===== src/rtl/ps2_pkg.sv =====
// Shared PS/2 receiver types: frame FSM states and the scan-code prefix bytes.
package ps2_pkg;
  typedef enum logic [1:0] {IDLE, DATA, PARITY, STOP} Ps2_Frame_State;

  localparam logic [7:0] SC_EXTENDED = 8'hE0;
  localparam logic [7:0] SC_BREAK    = 8'hF0;
endpackage


===== src/rtl/ps2_keyboard_receiver_frame_rx.sv =====
// PS/2 frame receiver: pin synchronisers, falling-edge detect, 11-bit frame FSM, timeout.
module ps2_frame_rx
  import ps2_pkg::*;
#(
  parameter int TIMEOUT_CYCLES = 100000,
  parameter int SYNC_STAGES    = 2
) (
  input  logic       Fast_Clock,
  input  logic       Reset,
  input  logic       PS2_Clk,
  input  logic       PS2_Data,
  output logic       byte_done,
  output logic [7:0] rx_byte,
  output logic       frame_err
);
  localparam int TW = $clog2(TIMEOUT_CYCLES);
  localparam logic [TW-1:0] T_LAST = TW'(TIMEOUT_CYCLES - 1);

  logic [SYNC_STAGES-1:0] clk_sync, dat_sync;
  logic                   sync_clk_prev;
  logic                   sync_clk, data, fall;

  Ps2_Frame_State state, state_n;
  logic [2:0]     bit_cnt;
  logic [7:0]     shift;
  logic           par;
  logic [TW-1:0]  tcnt;
  logic           timeout, done_d, err_d, good;

  // Synchronisers reset high so releasing Reset never manufactures a falling edge.
  always_ff @(posedge Fast_Clock or posedge Reset)
    if (Reset) begin
      clk_sync      <= '1;
      dat_sync      <= '1;
      sync_clk_prev <= 1'b1;
    end else begin
      clk_sync      <= {clk_sync[SYNC_STAGES-2:0], PS2_Clk};
      dat_sync      <= {dat_sync[SYNC_STAGES-2:0], PS2_Data};
      sync_clk_prev <= sync_clk;
    end

  assign sync_clk = clk_sync[SYNC_STAGES-1];
  assign data     = dat_sync[SYNC_STAGES-1];
  assign fall     = sync_clk_prev & ~sync_clk;
  assign good     = (^shift ^ par) & data;
  assign timeout  = (state != IDLE) && !fall && (tcnt == T_LAST);

  always_ff @(posedge Fast_Clock or posedge Reset)
    if (Reset) state <= IDLE;
    else       state <= state_n;

  always_comb begin
    state_n = state;
    if (timeout) state_n = IDLE;
    else if (fall)
      case (state)
        IDLE:    if (!data) state_n = DATA;
        DATA:    if (bit_cnt == 3'd7) state_n = PARITY;
        PARITY:  state_n = STOP;
        STOP:    state_n = IDLE;
        default: state_n = IDLE;
      endcase
  end

  always_comb begin
    done_d = 1'b0;
    err_d  = timeout;
    if (fall && state == IDLE && data) err_d = 1'b1;
    if (fall && state == STOP) begin
      done_d = good;
      err_d  = !good;
    end
  end

  always_ff @(posedge Fast_Clock or posedge Reset)
    if (Reset) begin
      bit_cnt   <= '0;
      shift     <= '0;
      par       <= 1'b0;
      tcnt      <= '0;
      byte_done <= 1'b0;
      frame_err <= 1'b0;
    end else begin
      byte_done <= done_d;
      frame_err <= err_d;
      if (fall || state == IDLE) tcnt <= '0;
      else if (tcnt != '1)       tcnt <= tcnt + 1'b1;
      if (fall)
        case (state)
          IDLE:    bit_cnt <= '0;
          DATA: begin
            shift   <= {data, shift[7:1]};
            bit_cnt <= bit_cnt + 3'd1;
          end
          PARITY:  par <= data;
          default: ;
        endcase
    end

  assign rx_byte = shift;
endmodule


===== src/rtl/ps2_keyboard_receiver.sv =====
// PS/2 keyboard receiver: frame reception plus make/break/E0 decoding into the held-key byte.
module ps2_keyboard_receiver
  import ps2_pkg::*;
#(
  parameter int TIMEOUT_CYCLES = 100000,
  parameter int SYNC_STAGES    = 2
) (
  input  logic       Fast_Clock,
  input  logic       Reset,
  input  logic       PS2_Clk,
  input  logic       PS2_Data,
  output logic [7:0] Kb_Byte,
  output logic       Kb_Extended,
  output logic       Kb_Valid,
  output logic       Frame_Error
);
  logic       byte_done, frame_err;
  logic [7:0] rx_byte;
  logic       ext_pending, brk_pending;

  ps2_frame_rx #(
    .TIMEOUT_CYCLES(TIMEOUT_CYCLES),
    .SYNC_STAGES   (SYNC_STAGES)
  ) u_frame_rx (
    .Fast_Clock(Fast_Clock),
    .Reset     (Reset),
    .PS2_Clk   (PS2_Clk),
    .PS2_Data  (PS2_Data),
    .byte_done (byte_done),
    .rx_byte   (rx_byte),
    .frame_err (frame_err)
  );

  assign Frame_Error = frame_err;

  // A release only clears the outputs when it names the key actually held.
  always_ff @(posedge Fast_Clock or posedge Reset)
    if (Reset) begin
      Kb_Byte     <= '0;
      Kb_Extended <= 1'b0;
      Kb_Valid    <= 1'b0;
      ext_pending <= 1'b0;
      brk_pending <= 1'b0;
    end else begin
      Kb_Valid <= 1'b0;
      if (frame_err) begin
        ext_pending <= 1'b0;
        brk_pending <= 1'b0;
      end else if (byte_done) begin
        if (rx_byte == SC_EXTENDED)   ext_pending <= 1'b1;
        else if (rx_byte == SC_BREAK) brk_pending <= 1'b1;
        else if (brk_pending) begin
          if (rx_byte == Kb_Byte && ext_pending == Kb_Extended) begin
            Kb_Byte     <= '0;
            Kb_Extended <= 1'b0;
          end
          ext_pending <= 1'b0;
          brk_pending <= 1'b0;
        end else begin
          Kb_Byte     <= rx_byte;
          Kb_Extended <= ext_pending;
          Kb_Valid    <= 1'b1;
          ext_pending <= 1'b0;
        end
      end
    end
endmodule


===== config.mk =====
export PLATFORM = sky130hd
export DESIGN_NAME = ps2_keyboard_receiver
export DESIGN_NICKNAME = d
export VERILOG_FILES = /design/src/rtl/ps2_pkg.sv /design/src/rtl/ps2_keyboard_receiver_frame_rx.sv /design/src/rtl/ps2_keyboard_receiver.sv
export SDC_FILE = /design/constraint.sdc
export NUM_CORES = 1
export LEC_CHECK = 0
export CAP_MARGIN = 0
export CELL_PAD_IN_SITES_DETAIL_PLACEMENT = 1
export CELL_PAD_IN_SITES_GLOBAL_PLACEMENT = 1
export CORE_ASPECT_RATIO = 0.7
export CORE_UTILIZATION = 35
export DETAILED_ROUTE_END_ITERATION = 8
export PLACE_DENSITY = 0.63
export SYNTH_ARGS = -nofsm -noshare
export SYNTH_HDL_FRONTEND = slang
export SYNTH_SLANG_ARGS = --single-unit

===== constraint.sdc =====
create_clock -name Fast_Clock -period 2.3 [get_ports Fast_Clock]
set_input_delay 0.345 -clock Fast_Clock [delete_from_list [all_inputs] [get_ports Fast_Clock]]
set_output_delay 0.345 -clock Fast_Clock [all_outputs]
set_load 0.05 [all_outputs]

==> run metrics <==
Max Cap Violations 0; antenna-violating nets left 0; Crit. End Element register; final WL about 5100 um; area occupied by multi-input gates ~1200 sq um; share of Yosys cell area claimed by the top area cell type 44.4%; nets 279; Worst EP arrival between 2 and 2.5 ns; number of synthesized register bits 50; Fin. Hold Viols 0; Worst Path Buf+Inv 0; Tmin final 2.15 ns; Mapped Area 2530 sq um; Max Fclk 0.465 GHz; Die Wd slightly above 100 um; overall power 2980 uW; Skew-Pair Late Insertion Delay 0.31 ns; Static Leak 0.00123 uW; # rows 25; synth top area cells dfrtp_1 (44%), xnor2_1 (7.6%), ha_1 (6.9%); crit-path cells ha_1, nand3_1, nor2_1, ha_2, and4b_1, or4b_1, xor2_1, nor2_1; synth cell count leaders dfrtp_1 (45), nand2_1 (28), xnor2_1 (22), nor2_1 (20), ha_1 (14); syn avg cell area between 10 and 15 sq um; actual slew at the worst max-slew pin 0.502 ns; diode count 0; register area 1260 sq um; Synth cell types 43; pwr dens about 1000 nW/um^2; Layout fillers 786; Post-synth EDFFs 0; Slew Viols, Final 0; drt first pass iters 4; Rel. slew slack between 60% and 70%; Post-route DRC 0; Global Route Usage Sum around 15%; Max H-tree Level 2; CTS Buffer Depth 2; GRT overflow 0; Seq/Total Area, Yosys 49.6%; crit path max fanout 7; wire per inst between 10 and 15 um; worst hold path class register to register; leading area contributor after synthesis dfrtp_1; number of top-level design ports 15; largest net degree at the start of global routing 51; vias in the first global route 1767; via/cell ratio 4.96; initial antenna violation count 0; Post-Synthesis Cells roughly 240; Final setup viols 0; Clock Sinks 50; core area approximately 7000 sq um; number of I/O port buffers 14; status finished, final reports clean; Root Buffer clkbuf_8; Critical Path RT 2.50 ns; Die Span Y between 70 and 80 um; Synth async-reset ratio 100%; layout cell share with drive strength beyond 1 12.6%; Max stage delay on crit path 0.44 ns; syn_nets 254; most used cell, CP nor2_1; Top delay family on crit path simple AND/OR/NAND/NOR gates; Clock Pin Slew Worst Setup and Hold Paths 0.09 ns; Worst Clk Skew approximately 0.010 ns; Ys Warns 0; detailed placement HPWL 3780 um; most frequent cell after synthesis dfrtp_1; initial core utilization a little under two fifths; RSZ-0062 raised after global routing false; Worst VDD drop 0.571 mV; TritonCTS clock tree yes; area grow syn2layout 15.5%; via count 1764; total negative slack 0 ns; crit start category register; commonest register cell after synthesis dfrtp_1; ratio of final minimum period to clock period 93.5%; Die ar. roughly 7600 sq um; Starting DRT DRC Count 50; critical path class register to register; CP max stage cell dfrtp_1; CTS buffer count 5; first-pass GRT wire length 8740 um; placer congestion estimate 0.741
==> registers in the layout, summed over array words and instances (netlist names) <==
name	cells
u_frame_rx.par	1
u_frame_rx.bit_cnt	3
u_frame_rx.byte_done	1
brk_pending	1
u_frame_rx.frame_err	1
u_frame_rx.tcnt	17
Kb_Byte	8
u_frame_rx.sync_clk_prev	1
u_frame_rx.state	2
u_frame_rx.clk_sync	2
Kb_Extended	1
Kb_Valid	1
u_frame_rx.dat_sync	2
ext_pending	1
u_frame_rx.rx_byte	8
==> final cells by class <==
class                      instances  area share (%)
clock buffer                       8            2.73
timing repair buffer              25            8.03
sequential                        50            42.9
inverter                          12            1.54
multi-input combinational        167            40.8
tap                               94            4.02
==> worst register-to-register path, delay by kind of cell, from the launching register on <==
kind	cells	cell delay [ns]
adders and majority gates	2	0.48
DFF	1	0.44
xor gates and xnor gates	1	0.16
and+or+nand+nor	5	0.97
==> power breakdown <==
group          total, uW  switching [uW]  internal (uW)  leakage (uW)
Combinational       1220             702            514      0.000526
Sequential          1270             210           1060      0.000662
Clock                499             282            217     0.0000395
Total               2980            1190           1790       0.00123
==> timing repair <==
action / 4_1_cts / 5_1_grt
setup endpoints to repair: 0 / 4
gates resized for setup: 0 / 2
hold endpoints to repair: 0 / 0
buffers inserted: 0 / 0
hold buffers: 0 / 0
==> per-stage QoR <==
| step | utilization (%) | cell area, sq um | hold WS [ns] | cells | setup slack (ns) |
|---|---|---|---|---|---|
| floorplan | - | 2530 | 0.345 | 236 | 0.197 |
| CTS | 42.4 | 2920 | 0.361 | 356 | 0.0764 |
| global route | 42.6 | 2930 | 0.365 | 356 | 0.0209 |
| detailed placement | 41.2 | 2840 | 0.347 | 348 | 0.0870 |
| finish | 42.6 | 2930 | 0.361 | 356 | 0.149 |
| global placement | 41.2 | 2840 | 0.346 | 348 | 0.157 |
==> cell usage in the layout (no fill, tap or decap), types with 3 or more instances in the layout <==
cell type,instances
dfrtp_1,45
nand2_1,28
xnor2_1,22
nor2_1,20
clkdlybuf4s50_1,14
ha_1,13
inv_1,11
nand4_1,10
buf_4,10
nand3_1,7
o21ai_0,7
nor4_1,5
mux2_2,5
o22ai_1,5
xor2_1,5
clkbuf_8,5
dfstp_2,5
o2bb2ai_1,4
nor2b_1,3
a21oi_1,3
clkbuf_1,3
==> cells by family (layout without fill, tap and decap cells) <==
group	Yosys count	count (layout)	share of synthesized area, %
AOI/OAI and AO/OA	27	27	7.35
xor gates and xnor gates	27	27	9.33
adders and majority gates	14	14	6.91
buffers and inverters	19	45	3.75
DFF	50	50	49.6
muxes	7	7	3.01
and+or+nand+nor	92	92	20.0
==> routing by layer <==
| layer | track usage (%) | wire (um) | vias to the layer above |
|---|---|---|---|
| met5 | 0 | 0 | - |
| met2 | 20.4 | 1930 | 21 |
| li1 | - | - | 870 |
| met3 | 3.21 | 145 | 7 |
| met1 | 22.6 | 2970 | 866 |
| met4 | 6.19 | 85 | 0 |
==> final timing paths <==
kind	start	cells past startpoint	slack, ns	to
setup reg to reg	u_frame_rx.tcnt[0]	8	0.15	u_frame_rx.tcnt[10]
hold reg to reg	u_frame_rx.dat_sync[0]	0	0.36	u_frame_rx.dat_sync[1]
max in group asynchronous	Reset	3	1.63	u_frame_rx.sync_clk_prev
min in group asynchronous	Reset	3	0.40	u_frame_rx.tcnt[12]
hold / removal	u_frame_rx.dat_sync[0]	0	0.36	u_frame_rx.dat_sync[1]
setup / recovery	u_frame_rx.tcnt[0]	8	0.15	u_frame_rx.tcnt[10]
Note: power is estimated with default switching activity, not from simulation.
